===== src/rtl/wish_unpack.sv =====
// Splits one wide word into NUM_PACK narrow beats; first beat is registered one cycle after accept.
// Next word is accepted only on the edge that consumes the last beat; d_ack_i low freezes the beat.
module wish_unpack #(
  parameter int DATA_WIDTH    = 8,
  parameter int NUM_PACK      = 4,
  parameter int TGC_WIDTH     = 2,
  parameter int LITTLE_ENDIAN = 0
) (
  input  logic                           clk_i,
  input  logic                           rst_i,
  input  logic                           s_stb_i,
  input  logic                           s_cyc_i,
  output logic                           s_ack_o,
  output logic                           s_stall_o,
  input  logic [DATA_WIDTH*NUM_PACK-1:0] s_dat_i,
  input  logic [TGC_WIDTH-1:0]           s_tgc_i,
  output logic                           d_stb_o,
  output logic                           d_cyc_o,
  input  logic                           d_ack_i,
  output logic [DATA_WIDTH-1:0]          d_dat_o,
  output logic [TGC_WIDTH-1:0]           d_tgc_o
);

  localparam int WW    = DATA_WIDTH * NUM_PACK;
  localparam int IDX_W = (NUM_PACK > 1) ? $clog2(NUM_PACK) : 1;
  localparam logic [IDX_W-1:0] IDX_LAST = IDX_W'(NUM_PACK - 1);

  typedef enum logic {IDLE, SHIFT} state_t;

  state_t                 state_q;
  logic [IDX_W-1:0]       idx_q, idx_d;
  logic [WW-1:0]          dat_q;
  logic [TGC_WIDTH-1:0]   tgc_q;
  logic                   d_stb_q;
  logic [DATA_WIDTH-1:0]  d_dat_q;
  logic [TGC_WIDTH-1:0]   d_tgc_q;
  logic                   last_beat;
  logic                   ready;

  function automatic logic [DATA_WIDTH-1:0] beat_of(input logic [WW-1:0] w,
                                                    input logic [IDX_W-1:0] i);
    int k;
    k = (LITTLE_ENDIAN != 0) ? int'(i) : NUM_PACK - 1 - int'(i);
    return DATA_WIDTH'(w >> (k * DATA_WIDTH));
  endfunction

  // first/last qualified by beat position; user tag bits ride along on every beat
  function automatic logic [TGC_WIDTH-1:0] tag_of(input logic [TGC_WIDTH-1:0] t,
                                                  input logic [IDX_W-1:0] i);
    logic [TGC_WIDTH-1:0] r;
    r    = t;
    r[0] = t[0] & (i == '0);
    r[1] = t[1] & (i == IDX_LAST);
    return r;
  endfunction

  assign idx_d     = idx_q + IDX_W'(1);
  assign last_beat = (idx_q == IDX_LAST);
  assign ready     = rst_i & ((state_q == IDLE) | ((state_q == SHIFT) & last_beat & d_ack_i));
  assign s_stall_o = ~ready;
  assign s_ack_o   = s_stb_i & s_cyc_i & ready;
  assign d_stb_o   = d_stb_q;
  assign d_cyc_o   = d_stb_q;
  assign d_dat_o   = d_dat_q;
  assign d_tgc_o   = d_tgc_q;

  always_ff @(posedge clk_i or negedge rst_i) begin
    if (!rst_i) begin
      state_q <= IDLE;
      idx_q   <= '0;
      dat_q   <= '0;
      tgc_q   <= '0;
      d_stb_q <= 1'b0;
      d_dat_q <= '0;
      d_tgc_q <= '0;
    end else if (s_ack_o) begin
      state_q <= SHIFT;
      idx_q   <= '0;
      dat_q   <= s_dat_i;
      tgc_q   <= s_tgc_i;
      d_stb_q <= 1'b1;
      d_dat_q <= beat_of(s_dat_i, '0);
      d_tgc_q <= tag_of(s_tgc_i, '0);
    end else if ((state_q == SHIFT) && d_ack_i) begin
      if (last_beat) begin
        state_q <= IDLE;
        d_stb_q <= 1'b0;
      end else begin
        idx_q   <= idx_d;
        d_dat_q <= beat_of(dat_q, idx_d);
        d_tgc_q <= tag_of(tgc_q, idx_d);
      end
    end
  end

endmodule


===== config.mk =====
export PLATFORM = sky130hd
export DESIGN_NAME = wish_unpack
export DESIGN_NICKNAME = d
export VERILOG_FILES = /design/src/rtl/wish_unpack.sv
export SDC_FILE = /design/constraint.sdc
export NUM_CORES = 1
export LEC_CHECK = 0
export CAP_MARGIN = 5
export CORE_ASPECT_RATIO = 0.5
export CORE_MARGIN = 2
export CORE_UTILIZATION = 48
export DETAILED_ROUTE_END_ITERATION = 8
export PLACE_DENSITY = 0.79
export SETUP_SLACK_MARGIN = 0.3
export SLEW_MARGIN = 10
export SYNTH_ARGS = -nofsm -noshare
export SYNTH_HDL_FRONTEND = slang
export SYNTH_SLANG_ARGS = --single-unit

===== constraint.sdc =====
create_clock -name clk_i -period 2.2 [get_ports clk_i]
set_clock_uncertainty 0.1 [all_clocks]
set_input_delay 0.44 -clock clk_i [delete_from_list [all_inputs] [get_ports clk_i]]
set_output_delay 0.44 -clock clk_i [all_outputs]
set_load 0.005 [all_outputs]

==> results.py <==
metrics = {
    "sta": {
        "final_max_slew_viol_count": 0,
        "max_freq_ghz": 0.537,
        "slew_headroom_pct": 61.5,
        "rsz0062_at_grt": "true",
        "hold_viol": 0,
        "fin_crit_ns": 1.86,
        "tightest_slew_ns": 0.578,
        "finalCritPeriodShare_pct": 84.7,
        "setup_viol": 0,
    },
    "synth": {
        "synth.avg_cell_area_um2": 9.57,
        "netlist_area_mm2": 0.00206,
        "yosysUniqueCellTypes": 22,
        "synth_cells": 215,
        "syn_nets": 256,
        "synth-seq-area-share_pct": 55.9,
        "ys_warn_count": 0,
        "ys_ff_latch": 46,
    },
    "cts": {
        "clock_latency_ns": 0.29,
        "cts.path.max_buffers": 2,
        "cts_root_buffer": "clkbuf_8",
        "cts_max_level": 2,
        "cts_tree": "done",
        "cts_buffers": 5,
        "path_clk_slew_ns": 0.08,
        "cts_sinks": 46,
    },
    "detailed_routing": {
        "vias": 1578,
        "wl_per_cell_um": 13.1,
        "drt_pre_antenna_iters": 4,
        "drtIter0Drc": 75,
        "wirelength_um": 4250,
        "postRouteAntennaNets": 0,
        "viasPerCell": 4.87,
        "drc": 0,
    },
    "run_status": {
        "status": "completed",
    },
    "min_path": {
        "hold_path_class": "input pin to asynchronous set/reset pin",
    },
    "place": {
        "place_inst": 314,
        "post_dp_cell_area_mm2": 0.00259,
        "place_congestion": 0.717,
        "dp_hpwl_um": 2800,
        "numPortBuffers": 52,
    },
    "floorplanning": {
        "die_h_um": 50.3,
        "num_io_pins": 53,
        "rows": 16,
        "die_w_um": 96.6,
        "die-area_mm2": 0.00486,
        "core_mm2": 0.00400,
        "initial_core_util_pct": 51.4,
    },
    "critical_path": {
        "cp_max_fo": 2,
        "r2r_start": "idx_q[0]",
        "crit_arrival_ns": 1.32,
        "rrSetupSlack_ns": 0.42,
        "reg2reg_to": "d_dat_o[4]",
        "end_kind": "output pin",
        "r2r.worst_path.cells": 6,
        "cp.required_ns": 1.66,
        "worstSetupPathType": "input pin to output pin",
        "start_kind": "input pin",
    },
    "cells_and_area": {
        "fin_cells": 324,
        "final_common_cell": "nand2_1",
        "n_fill_cell": 314,
        "fin_area_mm2": 0.00273,
        "seq_area_mm2": 0.00115,
        "drive_gt1_share_pct": 13.0,
        "nets": 311,
        "area_growth_pct": 32.6,
        "mostFrequentLayoutCells": "nand2_1 (111), clkdlybuf4s50_1 (48), dfrtp_1 (46), nor2_1 (10)",
        "antenna_cells": 0,
        "multiInputGateArea_um2": 836,
        "fin_util_pct": 68.2,
    },
    "global_route": {
        "grt_pass1_wl_um": 7330,
        "grt_max_degree": 47,
        "grt_antenna_before_repair": 0,
        "grt_pass1_vias": 1641,
        "overflow": 0,
        "grt_usage_pct": 19.2,
    },
    "power_and_ir_drop": {
        "finalPower_mw": 3.46,
        "p_leak_nw": 1.32,
        "ir_worst_vdd_v": 0.000584,
        "pwr_density_cell_mw_per_mm2": 1270,
    },
    "job": {
        "maxCapViolCount": 0,
    },
}
sequential cells by signal (all words and copies together) (netlist names):
register,flops
d_cyc_o,1
dat_q,32
d_dat_o,8
tgc_q,1
idx_q,2
d_tgc_o,2
layout make-up:
type                    count  area share, %
repair buffers             61           21.4
inverters                   3          0.504
multi-input cells         153           30.6
well taps                  54           2.47
clock buffers               7           2.80
flip-flops and latches     46           42.2
synthesized netlist by cell type (all sizes together):
master,n,area (um^2)
a21oi,3,18.8
o21ai,1,5.00
dfrtp,46,1150
ha,2,25.0
mux4,8,180
nand3,1,5.00
xnor2,1,8.76
buf,12,88.8
nor2,13,56.3
nor2b,1,6.26
inv,3,11.3
clkbuf,1,5.00
a31oi,8,50.1
a21bo,1,10.0
nand2b,2,12.5
nand2,111,417
nand3b,1,7.51
critical path, stage by stage:
cell             delay [ns]
clkdlybuf4s50_1        0.49
nand3_2                0.09
nand2b_4               0.16
inv_4                  0.06
buf_6                  0.08
routing by layer:
layer	wire length [um]	vias to the layer above	track usage, %
met3	160	4	4.87
met5	0	-	0
met4	38	0	6.81
met1	1900	763	23.6
li1	-	787	-
met2	2150	24	33.6
stage by stage:
| step | setup slack [ns] | hold slack, ns | setup TNS, ns |
|---|---|---|---|
| floorplan | 0.420 | 0.0444 | 0 |
| global placement | -0.0672 | 0.355 | -0.0672 |
| detailed placement | -0.0866 | 0.359 | -0.116 |
| CTS | 0.316 | 0.191 | 0 |
| global route | 0.293 | 0.230 | 0 |
| finish | 0.338 | 0.188 | 0 |
worst max path at each step:
stage,startpoint,to,slack (ns)
global placement,d_ack_i,s_ack_o,-0.07
global route,idx_q[0],d_dat_o[4],0.29
detailed placement,s_cyc_i,s_ack_o,-0.09
CTS,idx_q[1],s_ack_o,0.32
floorplan,idx_q[1],s_ack_o,0.42
finish,s_cyc_i,s_ack_o,0.34
cell families after synthesis:
| kind of cell | count (synthesis) | synth area share (%) |
|---|---|---|
| simple gates | 129 | 24.5 |
| flops | 46 | 55.9 |
| fa+ha+maj | 2 | 1.22 |
| mux | 8 | 8.75 |
| compound gates | 13 | 4.07 |
| buf+inv | 16 | 5.11 |
| xor+xnor | 1 | 0.426 |
power by group:
| group | switching (mW) | internal, mW | total, mW | leakage (nW) |
|---|---|---|---|---|
| logic | 0.670 | 0.863 | 1.53 | 0.709 |
| registers | 0.208 | 1.24 | 1.45 | 0.568 |
| clock network | 0.258 | 0.219 | 0.477 | 0.0383 |
| total | 1.14 | 2.32 | 3.46 | 1.32 |
what timing repair did:
action / CTS / global route
hold buffers: 0 / 0
buffers inserted: 2 / 1
gates resized for setup: 15 / 4
endpoints found under the setup margin: 10 / 5
pin swaps: 2 / 2
(Power assumes the default switching activity.)
